File: src/rtl/cpu_ctrl_pkg.sv
// Shared encodings for the multi-cycle control unit: FSM states, instruction
// classes and the ALU opcodes the controller drives itself.
package cpu_ctrl_pkg;

  localparam int unsigned ST_W   = 4;
  localparam int unsigned ALU_W  = 4;
  localparam int unsigned IR_W   = 32;
  localparam int unsigned CTL_W  = 8;   // IR[27:20], the bits the controller decodes

  typedef enum logic [ST_W-1:0] {
    S_FETCH     = 4'd0,
    S_DECODE    = 4'd1,
    S_EXEC_R    = 4'd2,
    S_EXEC_I    = 4'd3,
    S_WB        = 4'd4,
    S_MEM_ADDR  = 4'd5,
    S_MEM_READ  = 4'd6,
    S_MEM_WB    = 4'd7,
    S_MEM_WRITE = 4'd8,
    S_BRANCH    = 4'd9
  } state_t;

  typedef enum logic [1:0] {
    CLS_DP    = 2'b00,
    CLS_MEM   = 2'b01,
    CLS_BR    = 2'b10,
    CLS_UNDEF = 2'b11
  } cls_t;

  localparam logic [ALU_W-1:0] ALU_ADD    = 4'b0100;
  localparam logic [ALU_W-1:0] ALU_SUB    = 4'b0010;
  localparam logic [ALU_W-1:0] ALU_CMP_LO = 4'b1000;
  localparam logic [ALU_W-1:0] ALU_CMP_HI = 4'b1011;

endpackage

File: src/rtl/ctrl_decode.sv
// Combinational field decode of the latched instruction (IR[27:20]).
module ctrl_decode
  import cpu_ctrl_pkg::*;
(
  input  logic [CTL_W-1:0] ir_ctl,
  output logic             is_dp,
  output logic             is_mem,
  output logic             is_br,
  output logic             is_undef,
  output logic             is_cmp,
  output logic             imm,
  output logic             s_bit,
  output logic             load,
  output logic             up,
  output logic             link
);

  logic [1:0]       cls;
  logic [ALU_W-1:0] opcode;

  assign cls    = ir_ctl[7:6];
  assign opcode = ir_ctl[4:1];

  assign is_dp    = (cls == CLS_DP);
  assign is_mem   = (cls == CLS_MEM);
  assign is_br    = (cls == CLS_BR);
  assign is_undef = (cls == CLS_UNDEF);

  // TST/TEQ/CMP/CMN only update flags, so they skip write-back
  assign is_cmp = (opcode >= ALU_CMP_LO) && (opcode <= ALU_CMP_HI);

  assign imm   = ir_ctl[5];
  assign s_bit = ir_ctl[0];
  assign load  = ir_ctl[0];
  assign up    = ir_ctl[3];
  assign link  = ir_ctl[4];

endmodule

File: src/rtl/multicycle_ctrl.sv
// Main control FSM of the multi-cycle core: one state per clock, datapath
// strobes decoded from the state register (plus run/IR where needed).
module multicycle_ctrl
  import cpu_ctrl_pkg::*;
(
  input  logic             clk,
  input  logic             rst,
  input  logic             run,
  input  logic [IR_W-1:0]  IR,
  input  logic             W_IR_valid,
  output logic             write_ir,
  output logic             write_pc,
  output logic             pc_load,
  output logic             LA,
  output logic             LB,
  output logic             LC,
  output logic             LF,
  output logic [ALU_W-1:0] alu_op,
  output logic             src_imm,
  output logic             mem_write,
  output logic             LD,
  output logic             rf_write,
  output logic             wb_sel,
  output logic             lr_write,
  output logic             illegal,
  output logic [ST_W-1:0]  state
);

  state_t state_q, state_d;

  logic is_dp, is_mem, is_br, is_undef, is_cmp, imm, s_bit, load, up, link;
  logic unused_ir;

  assign unused_ir = ^{IR[31:28], IR[19:0]};

  ctrl_decode u_decode (
    .ir_ctl   (IR[27:20]),
    .is_dp    (is_dp),
    .is_mem   (is_mem),
    .is_br    (is_br),
    .is_undef (is_undef),
    .is_cmp   (is_cmp),
    .imm      (imm),
    .s_bit    (s_bit),
    .load     (load),
    .up       (up),
    .link     (link)
  );

  // State register
  always_ff @(posedge clk or posedge rst) begin
    if (rst) state_q <= S_FETCH;
    else     state_q <= state_d;
  end

  // Next-state logic
  always_comb begin
    state_d = S_FETCH;
    unique case (state_q)
      S_FETCH:     state_d = (run && W_IR_valid) ? S_DECODE : S_FETCH;
      S_DECODE: begin
        if (is_dp)       state_d = imm ? S_EXEC_I : S_EXEC_R;
        else if (is_mem) state_d = S_MEM_ADDR;
        else if (is_br)  state_d = S_BRANCH;
        else             state_d = S_FETCH;
      end
      S_EXEC_R,
      S_EXEC_I:    state_d = is_cmp ? S_FETCH : S_WB;
      S_MEM_ADDR:  state_d = load ? S_MEM_READ : S_MEM_WRITE;
      S_MEM_READ:  state_d = S_MEM_WB;
      default:     state_d = S_FETCH;
    endcase
  end

  // Output decode; rst forces the fetch strobes low while the core is held
  always_comb begin
    write_ir  = 1'b0;
    write_pc  = 1'b0;
    pc_load   = 1'b0;
    LA        = 1'b0;
    LB        = 1'b0;
    LC        = 1'b0;
    LF        = 1'b0;
    alu_op    = '0;
    src_imm   = 1'b0;
    mem_write = 1'b0;
    LD        = 1'b0;
    rf_write  = 1'b0;
    wb_sel    = 1'b0;
    lr_write  = 1'b0;
    illegal   = 1'b0;
    unique case (state_q)
      S_FETCH: begin
        write_ir = run & ~rst;
        write_pc = run & ~rst;
      end
      S_DECODE: begin
        LA      = 1'b1;
        LB      = 1'b1;
        illegal = is_undef;
      end
      S_EXEC_R,
      S_EXEC_I: begin
        alu_op  = IR[24:21];
        LC      = 1'b1;
        LF      = s_bit;
        src_imm = (state_q == S_EXEC_I);
      end
      S_WB:        rf_write = 1'b1;
      S_MEM_ADDR: begin
        src_imm = 1'b1;
        LC      = 1'b1;
        alu_op  = up ? ALU_ADD : ALU_SUB;
      end
      S_MEM_WRITE: mem_write = 1'b1;
      S_MEM_READ:  LD = 1'b1;
      S_MEM_WB: begin
        rf_write = 1'b1;
        wb_sel   = 1'b1;
      end
      S_BRANCH: begin
        pc_load  = 1'b1;
        lr_write = link;
      end
      default: ;
    endcase
  end

  assign state = state_q;

endmodule

File: config.mk
export PLATFORM = sky130hd
export DESIGN_NAME = multicycle_ctrl
export DESIGN_NICKNAME = d
export VERILOG_FILES = /design/src/rtl/cpu_ctrl_pkg.sv /design/src/rtl/ctrl_decode.sv /design/src/rtl/multicycle_ctrl.sv
export SDC_FILE = /design/constraint.sdc
export NUM_CORES = 1
export LEC_CHECK = 0
export CELL_PAD_IN_SITES_DETAIL_PLACEMENT = 0
export CELL_PAD_IN_SITES_GLOBAL_PLACEMENT = 1
export CORE_MARGIN = 2
export CORE_UTILIZATION = 14
export CTS_CLUSTER_DIAMETER = 120
export DETAILED_ROUTE_END_ITERATION = 10
export PLACE_DENSITY_LB_ADDON = 0.15
export REMOVE_ABC_BUFFERS = 1
export SYNTH_ARGS = -nofsm -noshare
export SYNTH_HDL_FRONTEND = slang
export SYNTH_SLANG_ARGS = --single-unit
export TNS_END_PERCENT = 20
File: constraint.sdc
create_clock -name clk -period 1.2 [get_ports clk]
set_clock_uncertainty 0.05 [all_clocks]
set_input_delay 0.24 -clock clk [delete_from_list [all_inputs] [get_ports clk]]
set_output_delay 0.24 -clock clk [all_outputs]
set_load 0.02 [all_outputs]
==> impl_metrics.py, run 1 <==
metrics = {
    "run_status": {
        "run_status": "finished, violations left",
        "failing_checks": "setup timing",
    },
    "cells_and_area": {
        "antenna-diode-count": 0,
        "layout-drive-gt1-share": 0.681,
        "largest_reg_flops": 4,
        "total_nets_final": 158,
        "final_design_area_no_fill_mm2": 0.00114,
        "post_route_non_filler_standard_cell_count": 162,
        "areaGrowthSynthToFinish_pct": 140,
    },
    "global_route": {
        "globalRoute.totalOverflow": 0,
        "grt_start_max_net_pins": 7,
        "grt_pass1_wl_mm": 2.84,
        "via_count_of_the_first_global_routing_pass": 628,
        "antenna_found_initial": 0,
        "grt.total_usage": 0.0969,
    },
    "timing": {
        "max_freq_ghz": 0.623,
        "report.final.hold_viol_count": 0,
        "final_min_period_over_clock_period": 1.34,
        "max_slew_margin": 0.858,
        "slew_viol_final": 0,
        "actual_slew_at_the_worst_max_slew_pin_ps": 212,
        "grt_setup_unrepaired": "true",
        "hold_slack_ps": 317,
        "timing.final.setup_violations": 25,
        "finalWorstSetupSlack_ps": -406,
        "period_minus_slack_ps": 1610,
    },
    "route": {
        "totalWireLength_mm": 1.70,
        "antenna_left": 0,
        "wl_per_cell_um": 10.5,
        "vias": 623,
        "detailedRoute.firstIterationViolations": 6,
        "detailedRoute.firstPassIterationCount": 3,
        "route.detailed.drc": 0,
        "via_per_inst": 3.85,
    },
    "placed_design": {
        "portBuffers": 33,
        "dpl_worst_slack_ps": -755,
        "numPlacedInstances": 154,
        "post_dp_cell_area_um2": 981,
        "dp.final_hpwl_mm": 1.29,
        "place.gp.congestion": 0.678,
    },
    "clock_network": {
        "tritoncts_clock_tree": "built",
        "clock_sinks": 4,
        "cts_max_level": 1,
        "cts_max_path_buffers": 2,
        "clk_pin_slew_ps": 40,
        "clk_root_buffer_cell": "sky130_fd_sc_hd__clkbuf_4",
        "clkLatencyLatePin_ps": 240,
        "cts_made_buffers": 3,
        "ctsHoldBuffers": 0,
    },
    "yosys": {
        "synth.lib_cells_used.distinct": 25,
        "ys_warn_count": 0,
        "synth.area.top_cells": "sky130_fd_sc_hd__dfrtp_1 (21%), sky130_fd_sc_hd__ha_1 (10%), sky130_fd_sc_hd__buf_4 (7.9%)",
        "syn-mean-instance-area_um2": 8.08,
        "number_of_enable_type_register_cells_in_the_synthesized_netlist": 0,
        "area_of_the_mapped_netlist_um2": 477,
        "synthArstFlopShare": 1.00,
        "post-synth-top-area-fraction": 0.210,
        "netlist_top_cells_count": "sky130_fd_sc_hd__buf_4 (5), sky130_fd_sc_hd__nor2_1 (5)",
        "ys.flop_type": "sky130_fd_sc_hd__dfrtp_1",
        "ys_ff_latch": 4,
        "synth_top_cell_by_area": "sky130_fd_sc_hd__dfrtp_1",
        "synth_sequential_area_ratio": 0.210,
        "synthesis.instances": 59,
    },
    "floorplan": {
        "floorplan.die.width_um": 62.4,
        "die_area_mm2": 0.00389,
        "starting_density_of_the_core": 0.144,
        "placeableCoreArea_mm2": 0.00331,
        "die_y_um": 62.4,
        "boundary_pins": 58,
        "core.rowCount": 21,
    },
    "power": {
        "static-leakage-power_uw": 0.000548,
        "power_density_mw_per_mm2": 1820,
        "ir_worst_vdd_mv": 1.13,
    },
    "job": {
        "max-cap-violations": 0,
    },
    "setup_path": {
        "required_ps": 910,
        "crit_arrival_ps": 1320,
        "end_kind": "primary output",
        "crit_path_leading_delay_family": "flip-flops",
        "critical_path.startpoint_type": "register",
        "cpMaxStageDelayCell": "sky130_fd_sc_hd__dfrtp_2",
        "critPathBufInv": 2,
        "worst-path-max-fanout": 6,
        "worstPathCellList": "buf_6 -> nor2b_4 -> nand3b_1 -> a21oi_2 -> buf_4",
        "cp_slowest_stage_delay_ps": 450,
        "setup_crit_path_kind": "reg -> out",
    },
    "hold_path": {
        "timing.hold.worst.class": "in -> async",
    },
}
## power by group
group / switching, uW / internal [uW] / total, uW / leakage (uW)
sequential: 88.4 / 188 / 276 / 0.0000479
combinational: 728 / 902 / 1630 / 0.000487
clock: 59.2 / 112 / 171 / 0.0000138
total: 876 / 1200 / 2080 / 0.000548
## kinds of logic (layout without fill, tap and decap cells)
logic type	Yosys count	count (layout)	share of synthesized area
XOR/XNOR	1	1	0.0184
buffers and inverters	10	67	0.134
multiplexers	2	2	0.0446
AO/OA/AOI/OAI	6	6	0.0866
AND/OR/NAND/NOR	32	32	0.402
adder cells (fa/ha/maj)	4	4	0.105
flip-flops	4	4	0.210
## cells in the final DEF, fill, tap and decap left out, drive strengths merged
| cell type | instances |
|---|---|
| a221o | 1 |
| nand3b | 4 |
| nor2b | 2 |
| inv | 4 |
| nor3b | 2 |
| nand2b | 4 |
| buf | 49 |
| clkdlybuf4s15 | 2 |
| clkbuf | 3 |
| a211o | 1 |
| dfrtp | 4 |
| and3 | 4 |
| ha | 4 |
| clkdlybuf4s50 | 9 |
| nand2 | 1 |
| a21o | 1 |
| a21oi | 3 |
| and2 | 2 |
| nor2 | 6 |
| mux2i | 1 |
| xnor2 | 1 |
| nand3 | 1 |
| mux2 | 1 |
| or2b | 1 |
| nor3 | 5 |
## path summary, 6_finish.rpt
check	start	to	slack [ps]	cells after the start
worst max register to register	state[1]	state[0]	-90	4
worst min-delay path	rst	state[2]	320	3
min in group clk	IR[26]	state[2]	460	3
worst max-delay path	state[1]	alu_op[1]	-410	5
max in group asynchronous	rst	state[1]	620	3
worst min register to register	state[3]	state[3]	610	2
## through the flow
step                      total power, uW  utilization  setup TNS, ps
after CTS                            2040        0.330          -7680
after detailed placement             1560        0.296         -14080
after global placement               1570        0.296         -14300
after global routing                 2240        0.345          -8930
after floorplan                       808            -          -7660
final                                2080        0.345          -6960
## layer usage
layer / global-route usage / vias to the layer above / wire length [um]
met5: 0 / - / 0
met4: 0.0750 / 0 / 50
met3: 0.0308 / 4 / 110
met2: 0.155 / 27 / 809
met1: 0.106 / 281 / 724
li1: - / 311 / -
## repair_timing
item,in CTS,in global routing
setup endpoints to repair,26,25
gates resized for setup,145,14
buffers inserted,4,1
pin swaps,9,3
## worst reg2reg max path, cell delays in order (launching register included)
cell	delay [ps]
sky130_fd_sc_hd__dfrtp_2	450
sky130_fd_sc_hd__or2b_1	230
sky130_fd_sc_hd__nor2_2	60
sky130_fd_sc_hd__buf_4	130
sky130_fd_sc_hd__a221o_1	260
## final cells by class
type                            instances  area [um2]
Clock buffer                            3        22.5
Sequential cell                         4         105
Inverter                                4        15.0
Multi-Input combinational cell         45         413
Timing Repair Buffer                   60         529
Tap cell                               46        57.6
Fill cell                             379        2170
Power figures use the tool's default switching activity.
==> run 2: changes to the inputs <==
- CORE_ASPECT_RATIO: not set -> 1.5
- CTS_CLUSTER_DIAMETER: 120 -> 200
- SKIP_LAST_GASP: not set -> 1
==> run 2 against run 1 <==
The flow still finishes with violations (setup timing). Clock power increased by 61%. Combinational power decreased by 9%. Critical path depth decreased by 1. Setup slack improved by 2.4 ps. Total power decreased by 1.8%. Register-to-register slack got worse by 70 ps. Non-clock buffer count decreased by 8. Core utilization decreased by 1.4 points. Design area decreased by 3.7%. Routed wire length decreased by 0.41%. Final cell count decreased by 7.4%. Critical endpoint is now alu_op[2]. Largest cell class unchanged.
==> impl_metrics.py, run 2 (synthesis gave the netlist of run 1 again) <==
metrics = {
    "setup_path": {
        "required_ps": 910,
        "worst-path-max-fanout": 8,
        "cp_slowest_stage_delay_ps": 480,
        "worstPathCellList": "nand3b_1 -> a21oi_2 -> and2_4 -> buf_6",
        "setup_crit_path_kind": "reg -> out",
        "critical_path.startpoint_type": "register",
        "crit_path_leading_delay_family": "flip-flops",
        "cpMaxStageDelayCell": "sky130_fd_sc_hd__dfrtp_2",
        "end_kind": "primary output",
        "crit_arrival_ps": 1310,
        "critPathBufInv": 1,
    },
    "clock_network": {
        "clk_root_buffer_cell": "sky130_fd_sc_hd__clkbuf_8",
        "cts_max_level": 1,
        "tritoncts_clock_tree": "built",
        "clock_sinks": 4,
        "cts_made_buffers": 3,
        "clkLatencyLatePin_ps": 210,
        "clk_pin_slew_ps": 30,
        "ctsHoldBuffers": 0,
        "cts_max_path_buffers": 2,
    },
    "cells_and_area": {
        "most-common-layout-cells": "sky130_fd_sc_hd__buf_4 (17), sky130_fd_sc_hd__buf_6 (12), sky130_fd_sc_hd__clkdlybuf4s50_1 (9)",
        "multi_input_comb_area_um2": 412,
        "largest_reg_flops": 4,
        "postLayoutCoreUtil": 0.331,
        "final_design_area_no_fill_mm2": 0.00110,
        "layout-drive-gt1-share": 0.565,
        "post_route_non_filler_standard_cell_count": 150,
        "register_area_um2": 104,
        "total_nets_final": 150,
        "antenna-diode-count": 0,
        "num-fill-cells": 366,
        "areaGrowthSynthToFinish_pct": 131,
        "commonest_non_fill_non_tap_cell_in_the_layout": "sky130_fd_sc_hd__buf_4",
    },
    "timing": {
        "finalWorstSetupSlack_ps": -404,
        "slew_viol_final": 0,
        "max_slew_margin": 0.851,
        "max_freq_ghz": 0.623,
        "actual_slew_at_the_worst_max_slew_pin_ps": 223,
        "hold_slack_ps": 395,
        "period_minus_slack_ps": 1600,
        "final_min_period_over_clock_period": 1.34,
        "timing.final.setup_violations": 25,
        "report.final.hold_viol_count": 0,
        "grt_setup_unrepaired": "true",
    },
    "floorplan": {
        "boundary_pins": 58,
        "floorplan.die.width_um": 51.6,
        "die_area_mm2": 0.00390,
        "starting_density_of_the_core": 0.144,
        "core.rowCount": 26,
        "die_y_um": 75.5,
        "placeableCoreArea_mm2": 0.00332,
    },
    "power": {
        "static-leakage-power_uw": 0.000522,
        "power_density_mw_per_mm2": 1860,
        "ir_worst_vdd_mv": 0.598,
    },
    "global_route": {
        "via_count_of_the_first_global_routing_pass": 611,
        "grt.total_usage": 0.0983,
        "grt_start_max_net_pins": 10,
        "grt_pass1_wl_mm": 2.81,
        "antenna_found_initial": 0,
        "globalRoute.totalOverflow": 0,
    },
    "route": {
        "vias": 603,
        "detailedRoute.firstIterationViolations": 1,
        "wl_per_cell_um": 11.3,
        "antenna_left": 0,
        "route.detailed.drc": 0,
        "totalWireLength_mm": 1.69,
        "detailedRoute.firstPassIterationCount": 2,
        "via_per_inst": 4.02,
    },
    "hold_path": {
        "timing.hold.worst.class": "in -> async",
    },
    "placed_design": {
        "portBuffers": 33,
        "dp.final_hpwl_mm": 1.42,
        "dpl_worst_slack_ps": -714,
        "post_dp_cell_area_um2": 946,
        "numPlacedInstances": 146,
        "place.gp.congestion": 0.672,
    },
    "job": {
        "max-cap-violations": 0,
    },
    "run_status": {
        "run_status": "finished, violations left",
        "failing_checks": "setup timing",
    },
}
==> run 2: routing by layer <==
layer,up-vias,GRT usage,share of wire
met4,0,0.0614,0.015
met2,28,0.174,0.54
met1,275,0.105,0.37
li1,298,-,-
met5,-,0,0
met3,2,0.0216,0.079
==> run 2: path summary, 6_finish.rpt <==
path	startpoint	to	slack (ps)	depth (start not counted)
setup / recovery	state[1]	alu_op[2]	-400	4
hold / removal	rst	state[3]	390	3
setup reg to reg	state[0]	state[0]	-160	5
hold reg to reg	state[3]	state[3]	680	2
max in group asynchronous	rst	state[1]	540	3
min in group clk	W_IR_valid	state[0]	600	2
==> run 2: metrics by stage <==
step	total power, uW	TNS (ps)
2_1_floorplan	808	-7660
3_3_place_gp	1520	-14230
3_5_place_dp	1510	-14050
4_1_cts	2000	-8160
5_1_grt	2190	-9710
6_report	2040	-7950
==> run 2: area by class of cell <==
class,count,share of cell area
timing repair buffer,52,0.432
multi-input combinational,45,0.374
sequential,4,0.0944
tap,42,0.0478
clock buffer,3,0.0375
inverter,4,0.0137
==> run 2: power by group <==
part           internal (uW)  switching [uW]
registers                187             100
logic                    790             687
clock network            213            62.4
total                   1190             850
==> run 2: repair_timing <==
item / in CTS / in global routing
setup endpoints to repair: 26 / 25
cloned: 0 / 0
resized for setup: 113 / 9
buffers inserted: 0 / 1
pin swaps: 9 / 2
hold endpoints to repair: 0 / 0
==> run 2: worst register-to-register path, stage by stage (launching register included) <==
cell and delay [ps]:
sky130_fd_sc_hd__dfrtp_2 440, sky130_fd_sc_hd__buf_4 160, sky130_fd_sc_hd__nand2b_4 90, sky130_fd_sc_hd__nor3_4 60
sky130_fd_sc_hd__buf_4 140, sky130_fd_sc_hd__a221o_1 300
